File: src/rtl/logic_response_analyzer_pkg.sv
// Shared definitions for the logic-unit response analyzer.
//   DEF_*    : default widths, MISR feedback polynomial and seed
//   state_e  : 2-bit FSM state encoding
package logic_response_analyzer_pkg;

    localparam int unsigned DEF_DATA_WIDTH  = 32;
    localparam int unsigned DEF_COUNT_WIDTH = 16;
    localparam logic [31:0] DEF_MISR_POLY   = 32'h04C1_1DB7;
    localparam logic [31:0] DEF_MISR_SEED   = 32'hFFFF_FFFF;

    typedef enum logic [1:0] {
        ST_IDLE    = 2'b00,
        ST_COLLECT = 2'b01,
        ST_COMPARE = 2'b10,
        ST_DONE    = 2'b11
    } state_e;

endpackage

File: src/rtl/logic_response_analyzer_misr_32.sv
// Registered multiple-input signature register.
//   clk, rst_n : clock, asynchronous active-low reset (resets to SEED)
//   load       : load SEED (takes priority over step)
//   step       : shift with polynomial feedback and fold in y
//   y          : input word
//   sig        : current signature
module misr_32
    import logic_response_analyzer_pkg::*;
#(
    parameter int unsigned             DATA_WIDTH = DEF_DATA_WIDTH,
    parameter logic [DATA_WIDTH-1:0]   POLY       = DEF_MISR_POLY,
    parameter logic [DATA_WIDTH-1:0]   SEED       = DEF_MISR_SEED
) (
    input  logic                  clk,
    input  logic                  rst_n,
    input  logic                  load,
    input  logic                  step,
    input  logic [DATA_WIDTH-1:0] y,
    output logic [DATA_WIDTH-1:0] sig
);

    logic [DATA_WIDTH-1:0] sig_q;
    logic [DATA_WIDTH-1:0] sig_d;

    always_comb begin
        sig_d = sig_q;
        if (load) begin
            sig_d = SEED;
        end else if (step) begin
            // Polynomial feedback applies when the MSB shifts out.
            sig_d = {sig_q[DATA_WIDTH-2:0], 1'b0}
                  ^ (sig_q[DATA_WIDTH-1] ? POLY : '0)
                  ^ y;
        end
    end

    always_ff @(posedge clk or negedge rst_n) begin
        if (!rst_n) begin
            sig_q <= SEED;
        end else begin
            sig_q <= sig_d;
        end
    end

    assign sig = sig_q;

endmodule

File: src/rtl/logic_response_analyzer.sv
// Compacts a stream of logic-unit result words into a MISR signature and
// compares it against a golden value, giving a PASS/FAIL verdict.
//   CLK, RST    : clock, asynchronous active-low reset
//   START       : begin a run (honoured only in IDLE or DONE)
//   NUM_SAMPLES : words per run, latched on START
//   GOLDEN      : expected signature, latched on START
//   VALID, Y    : result word handshake input
//   READY       : analyzer accepts Y this cycle (registered)
//   BUSY        : run in progress (COLLECT or COMPARE)
//   DONE, PASS  : verdict valid / signature matched, held until next START
//   SIGNATURE   : current MISR contents
//   SAMPLE_CNT  : words accepted in the current run
module logic_response_analyzer
    import logic_response_analyzer_pkg::*;
#(
    parameter int unsigned           DATA_WIDTH  = DEF_DATA_WIDTH,
    parameter int unsigned           COUNT_WIDTH = DEF_COUNT_WIDTH,
    parameter logic [DATA_WIDTH-1:0] MISR_POLY   = DEF_MISR_POLY,
    parameter logic [DATA_WIDTH-1:0] MISR_SEED   = DEF_MISR_SEED
) (
    input  logic                   CLK,
    input  logic                   RST,
    input  logic                   START,
    input  logic [COUNT_WIDTH-1:0] NUM_SAMPLES,
    input  logic [DATA_WIDTH-1:0]  GOLDEN,
    input  logic                   VALID,
    input  logic [DATA_WIDTH-1:0]  Y,
    output logic                   READY,
    output logic                   BUSY,
    output logic                   DONE,
    output logic                   PASS,
    output logic [DATA_WIDTH-1:0]  SIGNATURE,
    output logic [COUNT_WIDTH-1:0] SAMPLE_CNT
);

    state_e                 state_q, state_d;
    logic [COUNT_WIDTH-1:0] cnt_q, cnt_d;
    logic [COUNT_WIDTH-1:0] num_q, num_d;
    logic [DATA_WIDTH-1:0]  golden_q, golden_d;
    logic                   ready_q, ready_d;
    logic                   busy_q, busy_d;
    logic                   done_q, done_d;
    logic                   pass_q, pass_d;
    logic                   misr_load;
    logic                   misr_step;
    logic [DATA_WIDTH-1:0]  misr_sig;

    misr_32 #(
        .DATA_WIDTH (DATA_WIDTH),
        .POLY       (MISR_POLY),
        .SEED       (MISR_SEED)
    ) u_misr (
        .clk   (CLK),
        .rst_n (RST),
        .load  (misr_load),
        .step  (misr_step),
        .y     (Y),
        .sig   (misr_sig)
    );

    always_comb begin
        state_d   = state_q;
        cnt_d     = cnt_q;
        num_d     = num_q;
        golden_d  = golden_q;
        pass_d    = pass_q;
        misr_load = 1'b0;
        misr_step = 1'b0;

        unique case (state_q)
            ST_IDLE, ST_DONE: begin
                if (START) begin
                    misr_load = 1'b1;
                    cnt_d     = '0;
                    num_d     = NUM_SAMPLES;
                    golden_d  = GOLDEN;
                    pass_d    = 1'b0;
                    state_d   = (NUM_SAMPLES == '0) ? ST_COMPARE : ST_COLLECT;
                end
            end
            ST_COLLECT: begin
                if (VALID && ready_q) begin
                    misr_step = 1'b1;
                    cnt_d     = cnt_q + COUNT_WIDTH'(1);
                    if (cnt_d == num_q) begin
                        state_d = ST_COMPARE;
                    end
                end
            end
            ST_COMPARE: begin
                pass_d  = (misr_sig == golden_q);
                state_d = ST_DONE;
            end
            default: state_d = ST_IDLE;
        endcase

        // Outputs are decoded from the next state so the registered flags
        // line up with the state they describe, without a cycle of lag.
        ready_d = (state_d == ST_COLLECT);
        busy_d  = (state_d == ST_COLLECT) || (state_d == ST_COMPARE);
        done_d  = (state_d == ST_DONE);
    end

    always_ff @(posedge CLK or negedge RST) begin
        if (!RST) begin
            state_q  <= ST_IDLE;
            cnt_q    <= '0;
            num_q    <= '0;
            golden_q <= '0;
            ready_q  <= 1'b0;
            busy_q   <= 1'b0;
            done_q   <= 1'b0;
            pass_q   <= 1'b0;
        end else begin
            state_q  <= state_d;
            cnt_q    <= cnt_d;
            num_q    <= num_d;
            golden_q <= golden_d;
            ready_q  <= ready_d;
            busy_q   <= busy_d;
            done_q   <= done_d;
            pass_q   <= pass_d;
        end
    end

    assign READY      = ready_q;
    assign BUSY       = busy_q;
    assign DONE       = done_q;
    assign PASS       = pass_q;
    assign SIGNATURE  = misr_sig;
    assign SAMPLE_CNT = cnt_q;

endmodule

File: config.mk
export PLATFORM = sky130hd
export DESIGN_NAME = logic_response_analyzer
export DESIGN_NICKNAME = d
export VERILOG_FILES = /design/src/rtl/logic_response_analyzer_pkg.sv /design/src/rtl/logic_response_analyzer_misr_32.sv /design/src/rtl/logic_response_analyzer.sv
export SDC_FILE = /design/constraint.sdc
export NUM_CORES = 1
export LEC_CHECK = 0
export CELL_PAD_IN_SITES_DETAIL_PLACEMENT = 1
export CELL_PAD_IN_SITES_GLOBAL_PLACEMENT = 1
export CORE_MARGIN = 2
export CORE_UTILIZATION = 38
export DETAILED_ROUTE_END_ITERATION = 8
export GPL_TIMING_DRIVEN = 1
export PLACE_DENSITY = 0.81
export SYNTH_ARGS = -nofsm -noshare
export SYNTH_HDL_FRONTEND = slang
export SYNTH_SLANG_ARGS = --single-unit
File: constraint.sdc
create_clock -name CLK -period 3.8 [get_ports CLK]
set_clock_uncertainty 0.2 [all_clocks]
set_input_delay 0.57 -clock CLK [delete_from_list [all_inputs] [get_ports CLK]]
set_output_delay 0.57 -clock CLK [all_outputs]
set_load 0.05 [all_outputs]
==> results of run 1 <==
## worst max-delay path, cell delays in order, from the launching register on
cell and delay (ps):
dfrtp_1 510, ha_1 290, nand3_1 260, nor4_1 590, xnor2_1 180, nand4_1 200
nor4_1 290, o211ai_1 190, ha_1 320, inv_1 30
## cells by family after synthesis
kind of cell / synth area share
buf+inv: 0.0266
mux: 0.101
xor+xnor: 0.166
fa+ha+maj: 0.0116
simple gates: 0.114
compound gates: 0.0981
flops: 0.483
## layout by cell type (no fill, tap or decap), types with 6 or more instances in the layout
cell / Yosys / routed
clkdlybuf4s50_1: 0 / 134
dfrtp_1: 70 / 70
xnor2_1: 58 / 58
nand2_1: 57 / 56
mux2_2: 48 / 48
xor2_1: 44 / 44
o211ai_1: 36 / 36
dfstp_2: 32 / 32
o21ai_0: 24 / 24
nand3_1: 12 / 11
nor4_1: 10 / 10
buf_4: 2 / 10
nand4_1: 9 / 9
nor2_1: 9 / 9
clkbuf_16: 0 / 9
nor3_1: 8 / 8
inv_1: 6 / 6
## per-layer routing
| layer | vias to the layer above | track usage | wire [um] |
|---|---|---|---|
| met5 | - | 0 | 0 |
| met4 | 0 | 0.0718 | 357 |
| met3 | 25 | 0.0627 | 928 |
| met2 | 123 | 0.375 | 7740 |
| met1 | 2137 | 0.253 | 6380 |
| li1 | 1979 | - | - |
## worst max-delay path by stage
stage,slack (ps),cells after the start,end
6_report,650,9,BUSY
5_1_grt,520,8,DONE
4_1_cts,690,9,BUSY
3_5_place_dp,680,9,BUSY
3_3_place_gp,800,8,BUSY
2_1_floorplan,750,9,BUSY
## where the power goes
| group | leakage (nW) | internal, W | switching (W) |
|---|---|---|---|
| combinational | 1.53 | 0.00126 | 0.00161 |
| clock | 0.151 | 0.000524 | 0.000438 |
| sequential | 1.20 | 0.00164 | 0.000460 |
## area by class of cell
class | instances | area [sq um]
tap | 180 | 225
sequential | 102 | 2590
fill | 1490 | 6620
clock inverter | 6 | 78.8
multi-input combinational | 357 | 2650
clock buffer | 10 | 229
inverter | 6 | 22.5
timing repair buffer | 144 | 1420
## stage by stage
step                      power (W)  std cells  worst slack [ps]  hold WS, ps
after floorplan             0.00404        494               755         74.4
after global placement      0.00489        789               800          282
after detailed placement    0.00501        789               684          282
after CTS                   0.00602        805               690          181
after global routing        0.00630        805               517          223
final                       0.00593        805               648          152
## state kept, by name, indices dropped and copies added (netlist names)
| register | cells |
|---|---|
| BUSY | 1 |
| DONE | 1 |
| PASS | 1 |
| READY | 1 |
| SAMPLE_CNT | 16 |
| golden_q | 32 |
| num_q | 16 |
| state_q | 2 |
| u_misr.sig | 32 |
==> impl_metrics.yaml, run 1 <==
synthesis:
  syn_inst: 494
  synth.avg_cell_area_sq_um: 10.9
  synthArstFlopShare: 1.00
  synth_fp_nets: 583
  syn_area_sq_um: 5370
  ys_seq_area_frac: 0.483
  synthTopCellsByCount: "dfrtp_1 (70), xnor2_1 (58), nand2_1 (57)"
  ys_ff_latch: 102
  ys.flop_type: "dfrtp_1"
  synth.most_common_cell: "dfrtp_1"
  synth_top_area_frac: 0.326
  synth_edf_count: 0
  synth_top_cells_by_area: "dfrtp_1 (33%), dfstp_2 (16%), mux2_2 (10%), xnor2_1 (9.5%), xor2_1 (7.2%)"
  yosys.area.top_type: "dfrtp_1"
  yosysWarnings: 0
  ys_types: 42
timing:
  fmax_mhz: 317
  final.setup.tns_ps: 0
  setup_violations: 0
  drv_slew: 0
  hold_viol: 0
  grt_setup_unrepaired: "no"
  relSlewSlack: 0.390
  worstMarginPinSlew_ps: 915
  finalCriticalPeriod_ps: 3150
  min_period_over_period: 0.830
cells_and_area:
  fin_area_sq_um: 7210
  post-route-util: 0.522
  drive_above_1_share: 0.176
  nets: 709
  syn2layout_area_growth_pct: 34.3
  diodes: 0
detailed_routing:
  avgRoutedWirePerCell_um: 19.1
  drt.antenna.violating_nets: 0
  drt_iter0_drc: 207
  drtPass1Iterations: 4
  vias_per_cell: 5.30
  wl_um: 15400
  drc: 0
  routed-via-count: 4264
placement:
  gp_congestion: 0.840
  dpl_cell_area_sq_um: 6900
  dpl.hpwl_um: 11400
  numPortBuffers: 135
worst_setup_path:
  r2r-start: "SAMPLE_CNT[0]"
  endpoint_kind: "flop"
  crit_fanout: 8
  criticalPathCategory: "flop to flop"
  rr_worst_depth: 9
  cp.arrival_ps: 3210
  regToRegEndpoint: "BUSY"
  cp.required_ps: 3860
  cp-startpoint: "SAMPLE_CNT[0]"
  r2r_setup_slack_ps: 650
  critPathLaunchType: "flop"
clock_tree:
  numCtsBuffers: 9
  clockRootBuffer: "clkbuf_16"
  cts_resized: 0
  cts.sinks: 102
  holdBufCountCts: 0
  clk_latency_ps: 360
  clk_pin_slew_ps: 70
  cts_tree: "done"
  max-clock-path-buffers: 2
  post_cts_buffers: 0
  htreeDepth: 3
floorplan:
  core_area_sq_um: 13800
  die_area_sq_um: 15100
  initial_core_util: 0.388
  die_h_um: 123
  die_w_um: 123
  core.rowCount: 43
  pin_count: 136
grt:
  grt_pass1_wl_um: 24400
  grt_usage: 0.215
  grt_max_degree: 75
  antenna_found_initial: 0
  overflow: 0
  grt_pass1_vias: 4518
power_and_ir_drop:
  power.density_nw_per_um2: 822
  vdd_drop_max_uv: 511
  p_leak_nw: 2.88
min_path:
  min_path_type: "input port to asynchronous set/reset pin"
status:
  status: "completed"
run:
  timing.max_cap.violations: 0
Power figures use the tool's default switching activity.
==> run 2, diff against run 1 <==
- CORE_UTILIZATION: 38 -> 35
- PLACE_DENSITY: 0.81 -> 0.79
- clock period: 3.8 -> 2.55 ns (I/O delays scaled with it)
==> impl_metrics.yaml, run 2 (synthesis gave the netlist of run 1 again) <==
power_and_ir_drop:
  pwr-share-comb: 0.507
  power.density_nw_per_um2: 1170
  power.clock.fraction: 0.150
  switching_share: 0.421
  vdd_drop_max_uv: 677
  p_switching_w: 0.00384
  p_leak_nw: 3.19
  power.share.sequential: 0.343
  power.internal_w: 0.00528
timing:
  drv_slew: 0
  fmax_mhz: 367
  finalCriticalPeriod_ps: 2730
  hold_viol: 0
  min_period_over_period: 1.07
  relSlewSlack: 0.635
  setup_violations: 4
  layout_setup_ws_ps: -178
  worstMarginPinSlew_ps: 545
  grt_setup_unrepaired: "yes"
worst_setup_path:
  critPathMaxStageDelay_ps: 520
  cp.required_ps: 2600
  criticalPathCategory: "flop to flop"
  critPathLaunchType: "flop"
  path_cells: "ha_4, xor2_1, nor3_1, buf_4, nand4_1, buf_4, o41a_1, ha_1, inv_1"
  cp.arrival_ps: 2780
  cpMostUsedCell: "buf_4"
  path_buf_inv: 3
  cp_slowest_cell: "dfrtp_4"
  cp_top_family: "flip-flops"
  crit_fanout: 4
  endpoint_kind: "flop"
cells_and_area:
  fin_area_sq_um: 7800
  final_cell_mix: "clkdlybuf4s50_1 (133), xnor2_1 (57), dfrtp_1 (56), nand2_1 (56), buf_4 (55)"
  stdcell_count: 861
  nets: 757
  drive_above_1_share: 0.285
  final_common_cell: "clkdlybuf4s50_1"
  diodes: 0
  syn2layout_area_growth_pct: 45.3
clock_tree:
  clk_latency_ps: 350
  clockRootBuffer: "clkbuf_16"
  numCtsBuffers: 9
  cts_tree: "done"
  max-clock-path-buffers: 2
  htreeDepth: 3
  cts.sinks: 102
  clk_pin_slew_ps: 70
run:
  timing.max_cap.violations: 0
placement:
  numPortBuffers: 135
  dp_slack_ps: -314
  dpl_cell_area_sq_um: 7230
  gp_congestion: 0.827
  dp_cells: 825
  dpl.hpwl_um: 11800
floorplan:
  die_w_um: 128
  core.rowCount: 45
  core_area_sq_um: 15100
  die_area_sq_um: 16400
  initial_core_util: 0.356
  die_h_um: 128
  pin_count: 136
detailed_routing:
  drt_iter0_drc: 178
  avgRoutedWirePerCell_um: 19.6
  met3_length_um: 873
  vias_per_cell: 5.23
  drc: 0
  top_layer: "met4"
  drt.antenna.violating_nets: 0
  met2_wirelength_um: 8800
  drtPass1Iterations: 4
  wl_um: 16900
  routed-via-count: 4505
  met1_length_um: 7050
min_path:
  min_path_type: "flop to flop"
grt:
  grt_max_degree: 66
  overflow: 0
  grt_usage: 0.209
  grt_pass1_vias: 4875
  antenna_found_initial: 0
  grt_pass1_wl_um: 26300
status:
  failed_checks: "negative setup slack"
  status: "complete, but fails checks"
## run 2: cell count changes in the layout (fill, tap and decap cells not counted), moves of 3 or more
| cell | before | now |
|---|---|---|
| dfrtp_1 | 70 | 56 |
| dfrtp_2 | 0 | 13 |
| buf_4 | 10 | 55 |
| nor4_1 | 10 | 7 |
| nor3_1 | 8 | 5 |
| clkinv_2 | 0 | 3 |
| buf_12 | 0 | 3 |
## run 2: final cells by class
class	instances	area, sq um
clock buffer	11	264
clock inverter	5	31.3
fill	1624	7290
inverter	6	22.5
multi-input combinational	357	2820
sequential	102	2610
tap	188	235
timing repair buffer	192	1810
## run 2: worst min-delay path: stages (launching register included)
cell	delay (ps)
dfrtp_1	340
nand3_1	70
nand2_1	60
## run 2: what timing repair did
action,CTS,global route
hold buffers,1,0
pin swaps,14,10
buffers inserted,13,7
endpoints found under the setup margin,4,5
gates resized for setup,8,12
endpoints found under the hold margin,26,0
## run 2: layer usage
layer | up-vias | global-route usage
met5 | - | 0
met4 | 0 | 0.0537
met3 | 13 | 0.0576
met2 | 135 | 0.367
met1 | 2281 | 0.252
li1 | 2076 | -
## run 2: final timing paths
check	startpoint	end	slack, ps	cells past startpoint
min in group asynchronous	RST	golden_q[3]	340	2
worst min-delay path	PASS	PASS	300	2
max in group asynchronous	RST	SAMPLE_CNT[13]	1110	3
worst min register to register	PASS	PASS	300	2
worst max register to register	SAMPLE_CNT[0]	BUSY	-180	9
worst max-delay path	SAMPLE_CNT[0]	BUSY	-180	9
## run 2: power groups by stage
| stage | clock [W] | combinational (W) | sequential [W] |
|---|---|---|---|
| floorplan | 0 | 0.00223 | 0.00381 |
| global placement | 0 | 0.00428 | 0.00311 |
| detailed placement | 0 | 0.00440 | 0.00316 |
| CTS | 0.00141 | 0.00451 | 0.00314 |
| global route | 0.00147 | 0.00497 | 0.00323 |
| finish | 0.00137 | 0.00462 | 0.00313 |
## run 2: per-stage QoR
stage | hold WS [ps] | utilization | setup TNS [ps] | power, W
global placement | 198 | 0.479 | -508 | 0.00739
finish | 297 | 0.517 | -439 | 0.00912
floorplan | -113 | - | -73.4 | 0.00605
detailed placement | 203 | 0.479 | -719 | 0.00756
global route | 332 | 0.517 | -1090 | 0.00967
CTS | 301 | 0.509 | -96.5 | 0.00906
==> run 3, diff against run 2 <==
- ABC_AREA: not set -> 0
- ABC_CLOCK_PERIOD_IN_PS: not set -> 2550
==> results of run 3 <==
Same layout as run 2: the final DEF is identical, and so are final timing and power.
